===== config.mk =====
export PLATFORM = sky130hd
export DESIGN_NAME = int_pg_ctrl
export DESIGN_NICKNAME = d
export VERILOG_FILES = /design/src/rtl/int_pg_ctrl.sv
export SDC_FILE = /design/constraint.sdc
export NUM_CORES = 1
export LEC_CHECK = 0
export CORE_MARGIN = 8
export CORE_UTILIZATION = 45
export CTS_CLUSTER_DIAMETER = 200
export DETAILED_ROUTE_END_ITERATION = 8
export PLACE_DENSITY = 0.66
export SYNTH_ARGS = -nofsm -noshare
export SYNTH_HDL_FRONTEND = slang
export SYNTH_SLANG_ARGS = --single-unit

===== constraint.sdc =====
create_clock -name clk -period 2.1 [get_ports clk]
set_input_delay 0.525 -clock clk [delete_from_list [all_inputs] [get_ports clk]]
set_output_delay 0.525 -clock clk [all_outputs]
set_load 0.02 [all_outputs]

===== src/rtl/int_pg_ctrl.sv =====
// Power-gating controller for the Multiplier and Shifter units of the Exe0 Int0 slice.
// Each unit has its own ON/OFF/WAKE machine: it is gated after IDLE_TH idle cycles,
// and an instruction that needs a gated unit wakes it and is held until the unit is ON.
module int_pg_ctrl #(
    parameter int IDLE_TH  = 16,
    parameter int WAKE_LAT = 4,
    parameter int CNT_W    = 8
) (
    input  logic       clk,
    input  logic       rst_n,
    input  logic       vld_i,
    input  logic [2:0] sel_module_i,
    input  logic       pg_en_i,
    output logic       stall_o,
    output logic       pg_mul_o,
    output logic       pg_sh_o,
    output logic       mul_on_o,
    output logic       sh_on_o
);

    typedef enum logic [1:0] {
        ST_ON   = 2'd0,
        ST_OFF  = 2'd1,
        ST_WAKE = 2'd2
    } pg_state_e;

    // Unit index 0 is the Multiplier, index 1 is the Shifter.
    localparam int         NU        = 2;
    localparam logic [2:0] SEL_MUL   = 3'b001;
    localparam logic [2:0] SEL_SH    = 3'b011;
    localparam logic [CNT_W-1:0] ICNT_LAST = CNT_W'(IDLE_TH - 1);
    localparam logic [CNT_W-1:0] WCNT_LAST = CNT_W'(WAKE_LAT - 1);

    pg_state_e        state_q [NU];
    pg_state_e        state_d [NU];
    logic [CNT_W-1:0] icnt_q  [NU];
    logic [CNT_W-1:0] icnt_d  [NU];
    logic [CNT_W-1:0] wcnt_q  [NU];
    logic [CNT_W-1:0] wcnt_d  [NU];

    logic [NU-1:0] req;
    logic [NU-1:0] on;

    // Decode which unit the presented instruction targets and which units are usable.
    always_comb begin
        req[0] = vld_i && (sel_module_i == SEL_MUL);
        req[1] = vld_i && (sel_module_i == SEL_SH);
        for (int u = 0; u < NU; u++) begin
            on[u] = (state_q[u] == ST_ON);
        end
    end

    // Per-unit state and counter registers; reset brings every unit straight back to ON.
    always_ff @(posedge clk) begin
        for (int u = 0; u < NU; u++) begin
            if (!rst_n) begin
                state_q[u] <= ST_ON;
                icnt_q[u]  <= '0;
                wcnt_q[u]  <= '0;
            end else begin
                state_q[u] <= state_d[u];
                icnt_q[u]  <= icnt_d[u];
                wcnt_q[u]  <= wcnt_d[u];
            end
        end
    end

    // Next-state logic: a use (or disabled gating) always beats the idle threshold,
    // and WAKE runs to completion regardless of pg_en_i or new requests.
    always_comb begin
        for (int u = 0; u < NU; u++) begin
            state_d[u] = state_q[u];
            icnt_d[u]  = icnt_q[u];
            wcnt_d[u]  = wcnt_q[u];
            unique case (state_q[u])
                ST_ON: begin
                    if (req[u] || !pg_en_i) begin
                        icnt_d[u] = '0;
                    end else if (icnt_q[u] == ICNT_LAST) begin
                        state_d[u] = ST_OFF;
                    end else begin
                        icnt_d[u] = icnt_q[u] + CNT_W'(1);
                    end
                end
                ST_OFF: begin
                    if (req[u] || !pg_en_i) begin
                        state_d[u] = ST_WAKE;
                        wcnt_d[u]  = '0;
                    end
                end
                ST_WAKE: begin
                    if (wcnt_q[u] == WCNT_LAST) begin
                        state_d[u] = ST_ON;
                        icnt_d[u]  = '0;
                    end else begin
                        wcnt_d[u] = wcnt_q[u] + CNT_W'(1);
                    end
                end
                default: begin
                    state_d[u] = ST_ON;
                    icnt_d[u]  = '0;
                    wcnt_d[u]  = '0;
                end
            endcase
        end
    end

    // Outputs decode the registered state; the stall is combinational so the
    // offending instruction is held in the same cycle it is presented.
    always_comb begin
        stall_o  = |(req & ~on);
        pg_mul_o = (state_q[0] == ST_OFF);
        pg_sh_o  = (state_q[1] == ST_OFF);
        mul_on_o = on[0];
        sh_on_o  = on[1];
    end

endmodule


Yosys cells after proc, flatten, opt, wreduce, memory -nomap -nowiden --
Memory sizes are Yosys's and may differ from the RTL's. Cells that the tools add are included.
Storage, ports and cells: register bits after elaboration 0, input port bits 7, memories 3, memory bits (writable) 36, output and inout bits 5
Memory list:
- icnt_q | words 2, width 8, read ports 2, clocked after Yosys merged registers in 0, write ports 2, RTL line 36 | logic [CNT_W-1:0] icnt_q [NU];
- wcnt_q | words 2, width 8, read ports 2, clocked after Yosys merged registers in 0, write ports 2, RTL line 38 | logic [CNT_W-1:0] wcnt_q [NU];
- state_q | words 2, width 2, read ports 2, clocked after Yosys merged registers in 0, write ports 2, RTL line 34 | pg_state_e state_q [NU];
Operators by class: muxes and demuxes 32, bitwise operators 8, $add $sub $neg 4, reductions and logical operators 8, eq/ne operators 10
Operator list (count):
- 8-bit two-way mux | 14
- 8-bit one-hot mux with 3 select lines | 4
- 8-bit by 1-bit adder with 8-bit output (second input constant) | 4
- 2-bit two-way mux | 10
- 8-bit by 2-bit equality test with 1-bit output (second input constant) | 2
- 8-bit by 4-bit equality test with 1-bit output (second input constant) | 2
- 2-bit one-hot mux with 3 select lines | 2
- 1-bit bitwise OR | 6
- 2-bit by 1-bit equality test with 1-bit output (second input constant) | 2
- 2-bit equality test (second input constant) | 2
- 2-bit zero test | 2
- 3-bit by 1-bit equality test with 1-bit output (second input constant) | 1
- 3-bit by 2-bit equality test with 1-bit output (second input constant) | 1
- 2-bit AND | 1
- 1-bit logical AND | 2
- 1-bit logical OR | 2
- 1-bit two-way mux | 2
- 2-bit inverter | 1
- 2-bit OR reduction | 1
- 1-bit zero test | 1

Longest topological paths before layout --
Gate-level depths: netlist of the first run.
word-level depth 6, depth in mapped cells 7, mapped depth without buffers 5

Least setup slack after synthesis of the first run --
No wires, ideal clock.
kind input -> register, start point input port sel_module_i[2], end point memory wcnt_q[0][6], stages 4, arrival time 1.655 ns, slack 0.371 ns, path through nand4bb_1 a21o_1 or4_1 a21oi_1
RTL lines:
- start, declared | RTL line 12 | input logic [2:0] sel_module_i,
- end, declared | RTL line 38

==> parameters.txt, run 1 <==
Parameter                              Value

STA
  Headroom to the max-slew limit    60.9%
  Count of endpoints failing hold in the final timing report    0
  Final critical delay including setup and external delays    2.01 ns
  Transition time at the pin with the least slew margin    0.586 ns
  Total count of max-transition violations in the final report    0
  Worst-case clock skew    0.00695 ns
  Total setup violations reported at the end of the flow    0
  Final critical-path share of the clock period    95.6%
  Setup repair after global routing missed its margin    no
  Fmax achieved    498 MHz

Logic synthesis
  Dominant synthesized flop cell    sky130_fd_sc_hd__dfxtp_1
  Average size of a mapped cell    8.09 um^2
  Post-synthesis net count    258
  Unique masters post-synth    50
  Gate Count Post-Synth    247
  Synthesis Warnings    0
  Cell Area, Synth    2000 um^2
  Count of state elements after synthesis    36
  FFs w/ async S/R, synth    0%
  Number of enable-type register cells in the synthesized netlist    0
  Sequential fraction of the synthesis area    36.1%

Route
  WL final    4800 um
  DRC    0
  Remaining antenna violation count    0
  Number of search-and-repair iterations in the first detailed-routing pass    4
  Met2 routed WL    2170 um
  Overall via count from detail_route    1963
  Wire length per cell    14.1 um
  Amount of wire on met3 after detailed routing    233 um
  Starting DRT DRC Count    95
  Met1 layer wirelength in the final routing    2320 um
  Vias/cell    5.76
  Highest layer used for signal routing    met4

Setup path
  Startpoint Class    input port
  Chain of cells forming the critical path    clkdlybuf4s50_1 -> buf_4 -> and4b_2 -> nor3b_4 -> or4b_1 -> a31oi_1
  Buffers plus inverters on the worst setup path    2
  Critical Path AT    2.21 ns
  Setup Crit Path Kind    in -> reg
  Kind of cell adding the most delay to the critical path    simple AND/OR/NAND/NOR gates
  Delay of the slowest cell on the worst path    0.45 ns
  Worst-path fanout max    4
  CP endpoint kind    flop
  Critical path required time    2.31 ns
  Master of the slowest instance on the critical path    sky130_fd_sc_hd__or4b_1

Clock network
  H-Tree Depth    2
  Hold buffers post-CTS    0
  Num CTS Buffers    5
  CTS Buffer Depth    2
  Clock tree root buffer cell    sky130_fd_sc_hd__clkbuf_8
  Clock slew at reported path FFs    0.08 ns
  Insertion delay of the later-clocked pin in the worst-skew pair    0.29 ns
  Clock Sink Count    36
  TritonCTS clock tree    done

Global route
  Maximum number of pins on one net before global-route repair    19
  First-pass GRT wire length    8000 um
  GRT Util Overall    14.9%
  GRT Residual Overflow    0
  Vias in the first global route    1789
  Initial antenna violation count    0

Floorplanning
  Starting utilization of the core area    46.2%
  Die Width    82.6 um
  Core Area    4320 um^2
  Y dimension of the die    82.6 um
  I/O pin count    12
  Standard-cell rows    24
  Total Die Area    6830 um^2

Power
  Maximum ir drop on the vdd rail    0.347 mV
  Static Leakage    0.000893 uW
  Total power per unit cell area    563 nW/um^2

Finish
  Area occupied by registers    721 um^2
  Number of nets in the layout    299
  Fraction of layout instances using a drive strength above 1    17.6%
  Final non-filler cell total    341
  Inserted Diodes    0
  Synthesis-to-layout area growth    25.2%
  Area taken by multi-input logic gates    1200 um^2
  Summed area of non-filler cells in the final layout    2500 um^2
  Filler cell count    401

Status
  Outcome    completed

Placement
  Final RePlAce weighted congestion    0.808
  Placed Cells    332
  DPL Wire Length    3340 um
  Port Buffers    11
  Post-place instance area    2360 um^2

Run
  Total of max-cap violations    0

Hold path
  Hold/Removal Path Class    reg -> reg
## flip-flops by register name, summed over array words and instances (netlist names)
name     count
state_q      4
icnt_q      16
wcnt_q      16
## layout make-up
| class | instances | area share [%] |
|---|---|---|
| well taps | 52 | 2.60 |
| repair buffers | 46 | 14.8 |
| flip-flops and latches | 36 | 28.8 |
| clock inverters | 3 | 1.70 |
| clock buffers | 5 | 2.75 |
| inverters | 9 | 1.35 |
| multi-input cells | 190 | 48.0 |
## power by group
group          internal (uW)  leakage, uW  switching (uW)
Clock                    351    0.0000541             264
Combinational           51.8     0.000549            50.6
Sequential               687     0.000290            3.95
Total                   1090     0.000893             318
## stage by stage
stage | util, % | setup WS [ns] | power [uW] | TNS (ns) | hold slack [ns]
6_report | 57.8 | 0.0924 | 1410 | 0 | 0.490
5_1_grt | 57.8 | 0.00595 | 1460 | 0 | 0.509
4_1_cts | 57.0 | 0.0340 | 1420 | 0 | 0.494
3_5_place_dp | 54.6 | -0.352 | 803 | -3.56 | 0.475
3_3_place_gp | 54.6 | -0.351 | 801 | -3.08 | 0.472
2_1_floorplan | - | 0.371 | 753 | 0 | 0.448
## cells in the mapped netlist (2+ instances only)
cell	instances	share of area [%]
sky130_fd_sc_hd__o31ai_1	2	0.75
sky130_fd_sc_hd__ha_1	4	2.5
sky130_fd_sc_hd__nor4_1	6	1.9
sky130_fd_sc_hd__buf_2	2	0.50
sky130_fd_sc_hd__or4b_1	2	1.0
sky130_fd_sc_hd__nor4bb_1	2	1.0
sky130_fd_sc_hd__a311oi_1	4	1.8
sky130_fd_sc_hd__o211a_1	2	1.0
sky130_fd_sc_hd__nand2_1	26	4.9
sky130_fd_sc_hd__a211oi_1	4	1.5
sky130_fd_sc_hd__o22ai_1	4	1.3
sky130_fd_sc_hd__clkbuf_1	7	1.3
sky130_fd_sc_hd__or3_1	5	1.6
sky130_fd_sc_hd__a221oi_1	2	0.88
sky130_fd_sc_hd__o211ai_1	4	1.5
sky130_fd_sc_hd__nand3_1	10	2.5
sky130_fd_sc_hd__a31oi_1	7	2.2
sky130_fd_sc_hd__and3_1	3	0.94
sky130_fd_sc_hd__nand4_1	3	0.94
sky130_fd_sc_hd__nand3b_1	2	0.75
sky130_fd_sc_hd__a21oi_1	22	5.5
sky130_fd_sc_hd__nor2b_1	2	0.63
sky130_fd_sc_hd__and4b_1	3	1.5
sky130_fd_sc_hd__or4_1	3	1.1
sky130_fd_sc_hd__a41oi_1	3	1.3
sky130_fd_sc_hd__dfxtp_1	36	36
sky130_fd_sc_hd__xnor2_1	5	2.2
sky130_fd_sc_hd__inv_1	9	1.7
sky130_fd_sc_hd__nand2b_1	5	1.6
sky130_fd_sc_hd__o21ai_0	20	5.0
sky130_fd_sc_hd__nor2_1	18	3.4
sky130_fd_sc_hd__buf_6	2	1.1
## cells in the final DEF, fill, tap and decap left out, types with 5 or more instances in the layout
cell | Yosys | layout
sky130_fd_sc_hd__dfxtp_1 | 36 | 36
sky130_fd_sc_hd__buf_4 | 1 | 36
sky130_fd_sc_hd__nand2_1 | 26 | 26
sky130_fd_sc_hd__a21oi_1 | 22 | 22
sky130_fd_sc_hd__o21ai_0 | 20 | 20
sky130_fd_sc_hd__nor2_1 | 18 | 18
sky130_fd_sc_hd__nand3_1 | 10 | 10
sky130_fd_sc_hd__inv_1 | 9 | 9
sky130_fd_sc_hd__a31oi_1 | 7 | 7
sky130_fd_sc_hd__nor4_1 | 6 | 6
sky130_fd_sc_hd__clkdlybuf4s50_1 | 0 | 6
sky130_fd_sc_hd__nand2b_1 | 5 | 5
sky130_fd_sc_hd__xnor2_1 | 5 | 5
sky130_fd_sc_hd__or3_1 | 5 | 5
sky130_fd_sc_hd__clkbuf_8 | 0 | 5
## cells by family after synthesis
group	Yosys count	synth area share, %
DFF	36	36.1
AOI/OAI and AO/OA	82	26.1
buffers and inverters	21	5.01
adders and majority gates	4	2.50
xor gates and xnor gates	6	2.63
and+or+nand+nor	98	27.7
## path summary, 6_finish.rpt
kind | start | end | slack [ns] | cells after the start
worst min-delay path | icnt_q[0][6]$_SDFFE_PN0P_ | icnt_q[0][6]$_SDFFE_PN0P_ | 0.49 | 1
worst max-delay path | sel_module_i[1] | icnt_q[1][3]$_SDFFE_PN0P_ | 0.09 | 6
worst max register to register | icnt_q[1][0]$_SDFFE_PN0P_ | icnt_q[1][4]$_SDFFE_PN0P_ | 0.28 | 6
worst min register to register | icnt_q[0][6]$_SDFFE_PN0P_ | icnt_q[0][6]$_SDFFE_PN0P_ | 0.49 | 1
## worst register-to-register path, delay by kind of cell (launching register included)
family                   cells  cell delay, ns
adder cells (fa/ha/maj)      1            0.22
buffers and inverters        1            0.13
AND/OR/NAND/NOR              3            0.93
flip-flops                   1            0.36
AO/OA/AOI/OAI                1            0.07
## per-layer routing
metal / GRT usage (%) / vias up
li1: - / 1024
met1: 19.3 / 893
met2: 22.7 / 37
met3: 4.22 / 9
met4: 5.86 / 0
met5: 0 / -
## what timing repair did
item / in CTS / in global routing
resized for setup: 7 / 6
gates cloned: 0 / 0
pin swaps: 0 / 1
setup endpoints to repair: 4 / 8
buffers inserted: 0 / 1
Note: power is estimated with default switching activity, not from simulation.
==> run 2, diff against run 1 <==
RECOVER_POWER = 50   (was not set)
SLEW_MARGIN = 20   (was not set)
==> run 2 against run 1 <==
- non-clock buffer count is the same
- global-route usage unchanged
- highest routed layer unchanged
- critical endpoint unchanged
- worst hold slack hardly changed
==> parameters.txt, run 2 (synthesized netlist as in run 1, its figures left out) <==
Parameter                              Value

Status
  Outcome    completed (unchanged)

Clock network
  Hold buffers post-CTS    0 (unchanged)
  Num CTS Buffers    5 (unchanged)
  Clock tree root buffer cell    sky130_fd_sc_hd__clkbuf_8 (unchanged)
  Clock Sink Count    36 (unchanged)
  CTS Buffer Depth    2 (unchanged)
  Insertion delay of the later-clocked pin in the worst-skew pair    0.29 ns (about the same)
  H-Tree Depth    2 (unchanged)
  Clock slew at reported path FFs    0.08 ns (about the same)
  TritonCTS clock tree    done (unchanged)

STA
  Worst-case clock skew    0.00692 ns (was 0.00695 ns)
  Setup slack of the critical path after layout    0.110 ns (was 0.0924 ns)
  Worst hold slack    0.490 ns (about the same)
  Final critical-path share of the clock period    94.8% (was 95.6%)
  Fmax achieved    503 MHz (was 498 MHz)
  Headroom to the max-slew limit    60.8% (was 60.9%)
  Total setup violations reported at the end of the flow    0 (unchanged)
  Final critical delay including setup and external delays    1.99 ns (was 2.01 ns)
  Final total negative setup slack    0 ns (unchanged)
  Total count of max-transition violations in the final report    0 (unchanged)
  Transition time at the pin with the least slew margin    0.587 ns (was 0.586 ns)
  Setup repair after global routing missed its margin    no (unchanged)
  Count of endpoints failing hold in the final timing report    0 (unchanged)

Setup path
  Chain of cells forming the critical path    clkdlybuf4s50_1 -> buf_4 -> and4b_2 -> nor3b_4 -> or4b_1 -> a31oi_1 (unchanged)
  Setup slack of the most critical reg-to-reg path    0.27 ns (was 0.28 ns)
  Critical path required time    2.31 ns (about the same)
  Setup Crit Path Kind    in -> reg (unchanged)
  Master of the slowest instance on the critical path    sky130_fd_sc_hd__or4b_1 (unchanged)
  Worst setup path startpoint    sel_module_i[1] (unchanged)
  Startpoint Class    input port (unchanged)
  Worst-path fanout max    4 (unchanged)
  Buffers plus inverters on the worst setup path    2 (unchanged)
  Path depth of the worst reg2reg path    6 (unchanged)
  Terminus of the critical flop-to-flop path    icnt_q[1][4]$_SDFFE_PN0P_ (unchanged)
  Timing endpoint of the critical path    icnt_q[1][3]$_SDFFE_PN0P_ (unchanged)
  Kind of cell adding the most delay to the critical path    simple AND/OR/NAND/NOR gates (unchanged)
  R2r startpoint    icnt_q[1][0]$_SDFFE_PN0P_ (unchanged)
  Total stage count of the critical path    6 (unchanged)
  CP endpoint kind    flop (unchanged)
  Delay of the slowest cell on the worst path    0.45 ns (about the same)
  Critical Path AT    2.20 ns (was 2.21 ns)

Finish
  Biggest regs    icnt_q (16), wcnt_q (16), state_q (4) (unchanged)
  Most common library cell in the layout ignoring fill and taps    sky130_fd_sc_hd__dfxtp_1
  Fraction of layout instances using a drive strength above 1    16.3% (was 17.6%)
  Commonest non-fill, non-tap cells in the layout    36 x sky130_fd_sc_hd__dfxtp_1, 29 x sky130_fd_sc_hd__buf_4, 26 x sky130_fd_sc_hd__nand2_1, 22 x sky130_fd_sc_hd__a21oi_1, 20 x sky130_fd_sc_hd__o21ai_0 (was 36 x sky130_fd_sc_hd__dfxtp_1, 36 x sky130_fd_sc_hd__buf_4, 26 x sky130_fd_sc_hd__nand2_1, 22 x sky130_fd_sc_hd__a21oi_1, 20 x sky130_fd_sc_hd__o21ai_0)
  Number of nets in the layout    299 (unchanged)
  Filler cell count    413 (was 401)
  Synthesis-to-layout area growth    23.7% (was 25.2%)
  Final non-filler cell total    341 (unchanged)
  Inserted Diodes    0 (unchanged)

Route
  Overall via count from detail_route    1971 (was 1963)
  Starting DRT DRC Count    90 (was 95)
  Vias/cell    5.78 (was 5.76)
  Number of search-and-repair iterations in the first detailed-routing pass    4 (unchanged)
  Wire length per cell    14.1 um (about the same)
  Met1 layer wirelength in the final routing    2360 um (was 2320 um)
  Met2 routed WL    2190 um (was 2170 um)
  Amount of wire on met3 after detailed routing    209 um (was 233 um)
  Remaining antenna violation count    0 (unchanged)
  Highest layer used for signal routing    met4 (unchanged)
  DRC    0 (unchanged)
  WL final    4820 um (was 4800 um)

Power
  Static Leakage    0.000872 uW (was 0.000893 uW)
  Total power per unit cell area    569 nW/um^2 (was 563 nW/um^2)
  Maximum ir drop on the vdd rail    0.347 mV (about the same)

Placement
  Final RePlAce weighted congestion    0.808 (unchanged)
  Placed Cells    332 (unchanged)
  Port Buffers    11 (unchanged)
  DPL Wire Length    3340 um (unchanged)
  Post-placement worst setup slack    -0.352 ns (unchanged)

Hold path
  Hold/Removal Path Class    reg -> reg (unchanged)

Global route
  GRT Residual Overflow    0 (unchanged)
  GRT Util Overall    14.9% (unchanged)
  Vias in the first global route    1789 (unchanged)
  First-pass GRT wire length    8000 um (unchanged)
  Initial antenna violation count    0 (unchanged)
  Maximum number of pins on one net before global-route repair    19 (unchanged)

Floorplanning
  Die Width    82.6 um (unchanged)
  Standard-cell rows    24 (unchanged)
  Core Area    4320 um^2 (unchanged)
  Y dimension of the die    82.6 um (unchanged)
  I/O pin count    12 (unchanged)
  Total Die Area    6830 um^2 (unchanged)
  Starting utilization of the core area    46.2% (unchanged)

Run
  Total of max-cap violations    0 (unchanged)
-- run 2: layout make-up --
class                   count  area, um^2  area share, %
clock buffers               5        68.8           2.78
clock inverters             3        42.5           1.72
inverters                   9        33.8           1.37
multi-input cells         190        1200           48.6
flip-flops and latches     36         721           29.1
well taps                  52        65.1           2.63
repair buffers             46         340           13.8
-- run 2: how the worst min path moves through the flow --
stage	depth (start not counted)	to	slack, ns	from
after global routing	1	icnt_q[0][7]$_SDFFE_PN0P_	0.51	icnt_q[0][7]$_SDFFE_PN0P_
final	1	icnt_q[0][6]$_SDFFE_PN0P_	0.49	icnt_q[0][6]$_SDFFE_PN0P_
after CTS	1	icnt_q[0][6]$_SDFFE_PN0P_	0.49	icnt_q[0][6]$_SDFFE_PN0P_
after floorplan	1	wcnt_q[0][0]$_SDFFE_PN0P_	0.45	wcnt_q[0][0]$_SDFFE_PN0P_
after global placement	1	icnt_q[0][6]$_SDFFE_PN0P_	0.47	icnt_q[0][6]$_SDFFE_PN0P_
after detailed placement	1	icnt_q[0][6]$_SDFFE_PN0P_	0.48	icnt_q[0][6]$_SDFFE_PN0P_
-- run 2: per-layer routing --
metal  GRT usage, %  up-vias
met4           5.86        0
met5              0        -
li1               -     1024
met3           4.22        9
met2           22.7       35
met1           19.3      903
-- run 2: timing repair --
action | CTS | global route
setup buffers | 0 | 1
endpoints found under the hold margin | 0 | 0
pin swaps | 0 | 1
endpoints found under the setup margin | 4 | 8
gates resized for setup | 7 | 6
-- run 2: per-stage QoR --
step / instance area (um^2) / power (uW) / utilization, %
floorplan: 2000 / 753 / -
global placement: 2360 / 801 / 54.6
global route: 2470 / 1460 / 57.2
finish: 2470 / 1410 / 57.2
detailed placement: 2360 / 803 / 54.6
CTS: 2460 / 1420 / 57.0
-- run 2: report_power, final --
| group | leakage (uW) | switching [uW] | internal [uW] |
|---|---|---|---|
| clock network | 0.0000541 | 263 | 351 |
| registers | 0.000290 | 3.92 | 687 |
| logic | 0.000528 | 51.0 | 49.8 |
| total | 0.000872 | 318 | 1090 |
==> run 3, diff against run 2 <==
CORE_MARGIN = 3   (was 8)
==> run 3 against run 2 <==
- utilization up 1.2 points
- critical path type unchanged
- die area down 23%
- critical endpoint is now wcnt_q[0][6]$_SDFFE_PN0P_
- clock power down 24%
- largest cell class unchanged
==> parameters.txt, run 3 (synthesized netlist as in run 1, its figures left out) <==
Parameter                              Value

Setup path
  Delay of the slowest cell on the worst path    0.50 ns (was 0.45 ns)
  Setup Crit Path Kind    in -> reg (unchanged)
  Chain of cells forming the critical path    clkdlybuf4s50_1 -> buf_4 -> nand4bb_1 -> a21o_1 -> or4_1 -> a21oi_1 (was clkdlybuf4s50_1 -> buf_4 -> and4b_2 -> nor3b_4 -> or4b_1 -> a31oi_1)
  Startpoint Class    input port (unchanged)
  Master of the slowest instance on the critical path    sky130_fd_sc_hd__or4_1 (was sky130_fd_sc_hd__or4b_1)
  Worst-path fanout max    4 (unchanged)
  Critical Path AT    2.24 ns (was 2.20 ns)
  CP endpoint kind    flop (unchanged)
  Kind of cell adding the most delay to the critical path    simple AND/OR/NAND/NOR gates (unchanged)
  Critical path required time    2.31 ns (about the same)
  Buffers plus inverters on the worst setup path    2 (unchanged)

Finish
  Fraction of layout instances using a drive strength above 1    15.7% (was 16.3%)
  Most common library cell in the layout ignoring fill and taps    sky130_fd_sc_hd__dfxtp_1 (unchanged)
  Number of nets in the layout    297 (was 299)
  Synthesis-to-layout area growth    21.1% (was 23.7%)
  Area occupied by registers    721 um^2 (unchanged)
  Area taken by multi-input logic gates    1180 um^2 (was 1200 um^2)
  Inserted Diodes    0 (unchanged)
  Commonest non-fill, non-tap cells in the layout    36 x sky130_fd_sc_hd__dfxtp_1, 27 x sky130_fd_sc_hd__buf_4, 26 x sky130_fd_sc_hd__nand2_1, 22 x sky130_fd_sc_hd__a21oi_1, 20 x sky130_fd_sc_hd__o21ai_0 (was 36 x sky130_fd_sc_hd__dfxtp_1, 29 x sky130_fd_sc_hd__buf_4, 26 x sky130_fd_sc_hd__nand2_1, 22 x sky130_fd_sc_hd__a21oi_1, 20 x sky130_fd_sc_hd__o21ai_0)
  Biggest regs    icnt_q (16), wcnt_q (16), state_q (4) (unchanged)
  Filler cell count    386 (was 413)

STA
  Fmax achieved    493 MHz (was 503 MHz)
  Total count of max-transition violations in the final report    0 (unchanged)
  Final total negative setup slack    0 ns (unchanged)
  Transition time at the pin with the least slew margin    0.569 ns (was 0.587 ns)
  Headroom to the max-slew limit    61.7% (was 60.8%)
  Worst-case clock skew    0.00643 ns (was 0.00692 ns)
  Total setup violations reported at the end of the flow    0 (unchanged)
  Setup repair after global routing missed its margin    no (unchanged)
  Final critical delay including setup and external delays    2.03 ns (was 1.99 ns)
  Final critical-path share of the clock period    96.5% (was 94.8%)
  Count of endpoints failing hold in the final timing report    0 (unchanged)
  Setup slack of the critical path after layout    0.0732 ns (was 0.110 ns)

Floorplanning
  Starting utilization of the core area    48.2% (was 46.2%)
  Die Width    72.6 um (was 82.6 um)
  Standard-cell rows    23 (was 24)
  Core Area    4140 um^2 (was 4320 um^2)
  Y dimension of the die    72.6 um (was 82.6 um)
  I/O pin count    12 (unchanged)
  Total Die Area    5280 um^2 (was 6830 um^2)

Route
  Overall via count from detail_route    1964 (was 1971)
  Number of search-and-repair iterations in the first detailed-routing pass    4 (unchanged)
  Starting DRT DRC Count    134 (was 90)
  Amount of wire on met3 after detailed routing    286 um (was 209 um)
  DRC    0 (unchanged)
  WL final    4520 um (was 4820 um)
  Met2 routed WL    2030 um (was 2190 um)
  Highest layer used for signal routing    met4 (unchanged)
  Wire length per cell    13.4 um (was 14.1 um)
  Met1 layer wirelength in the final routing    2160 um (was 2360 um)
  Remaining antenna violation count    0 (unchanged)
  Vias/cell    5.85 (was 5.78)

Placement
  DPL Wire Length    3260 um (was 3340 um)
  Post-placement worst setup slack    -0.375 ns (was -0.352 ns)
  Port Buffers    11 (unchanged)
  Final RePlAce weighted congestion    0.843 (was 0.808)

Power
  Static Leakage    0.000854 uW (was 0.000872 uW)
  Internal power    965 uW (was 1090 uW)
  Proportion of power drawn by combinational gates    8.0% (was 7.2%)
  Clock power share    37.0% (was 43.7%)
  Fraction of power spent switching nets    23.2% (was 22.6%)
  Total power per unit cell area    519 nW/um^2 (was 569 nW/um^2)
  Maximum ir drop on the vdd rail    0.402 mV (was 0.347 mV)
  Sequential power share    55.0% (was 49.1%)
  Net switching power figure    292 uW (was 318 uW)

Global route
  GRT Residual Overflow    0 (unchanged)
  Maximum number of pins on one net before global-route repair    19 (unchanged)
  Vias in the first global route    1706 (was 1789)
  Initial antenna violation count    0 (unchanged)
  First-pass GRT wire length    7680 um (was 8000 um)
  GRT Util Overall    18.1% (was 14.9%)

Clock network
  Num CTS Buffers    5 (unchanged)
  Hold buffers post-CTS    0 (unchanged)
  Clock tree root buffer cell    sky130_fd_sc_hd__clkbuf_8 (unchanged)
  CTS Buffer Depth    2 (unchanged)
  Clock slew at reported path FFs    0.07 ns (was 0.08 ns)
  Insertion delay of the later-clocked pin in the worst-skew pair    0.28 ns (was 0.29 ns)
  H-Tree Depth    2 (unchanged)
  Clock Sink Count    36 (unchanged)
  TritonCTS clock tree    done (unchanged)

Status
  Outcome    completed (unchanged)

Run
  Total of max-cap violations    0 (unchanged)

Hold path
  Hold/Removal Path Class    reg -> reg (unchanged)
## run 3: worst paths after layout
kind	depth (start not counted)	from	endpoint	slack, ns
worst min-delay path	2	icnt_q[0][1]$_SDFFE_PN0P_	icnt_q[0][1]$_SDFFE_PN0P_	0.49
worst min register to register	2	icnt_q[0][1]$_SDFFE_PN0P_	icnt_q[0][1]$_SDFFE_PN0P_	0.49
worst max register to register	6	icnt_q[0][0]$_SDFFE_PN0P_	icnt_q[0][2]$_SDFFE_PN0P_	0.29
worst max-delay path	6	sel_module_i[1]	wcnt_q[0][6]$_SDFFE_PN0P_	0.07
## run 3: area by class of cell
class                           instances  area share [%]
Sequential cell                        36            29.8
Multi-Input combinational cell        190            49.0
Inverter                                9            1.40
Clock buffer                            6            3.00
Clock inverter                          1           0.207
Timing Repair Buffer                   44            14.1
Tap cell                               50            2.59
## run 3: per-stage QoR
stage | instances | utilization, % | hold slack [ns] | power [uW] | cell area (um^2)
after detailed placement | 329 | 56.8 | 0.473 | 806 | 2350
after CTS | 336 | 58.5 | 0.492 | 1270 | 2420
after global routing | 336 | 58.4 | 0.504 | 1310 | 2420
final | 336 | 58.4 | 0.493 | 1260 | 2420
after global placement | 329 | 56.8 | 0.467 | 805 | 2350
after floorplan | 247 | - | 0.448 | 753 | 2000
## run 3: repair_timing
action | in CTS | in global routing
gates resized for setup | 6 | 3
setup endpoints to repair | 3 | 4
buffers inserted | 0 | 0
## run 3: worst reg2reg max path, stage by stage (launching register included)
cell	delay, ns
sky130_fd_sc_hd__dfxtp_1	0.37
sky130_fd_sc_hd__ha_1	0.23
sky130_fd_sc_hd__nand4b_1	0.13
sky130_fd_sc_hd__nor4_1	0.45
sky130_fd_sc_hd__buf_4	0.21
sky130_fd_sc_hd__o21ai_0	0.07
sky130_fd_sc_hd__a221oi_1	0.25
## run 3: routing by layer
metal	up-vias	global-route usage [%]
met5	-	0
li1	1010	-
met1	892	25.8
met2	58	27.3
met4	0	5.74
met3	4	3.72
## run 3: power by group through the flow
| stage | sequential (uW) | clock [uW] | combinational (uW) |
|---|---|---|---|
| floorplan | 706 | 0 | 47.3 |
| global placement | 706 | 0 | 98.6 |
| detailed placement | 706 | 0 | 100 |
| CTS | 690 | 480 | 101 |
| global route | 690 | 506 | 113 |
| finish | 691 | 465 | 101 |
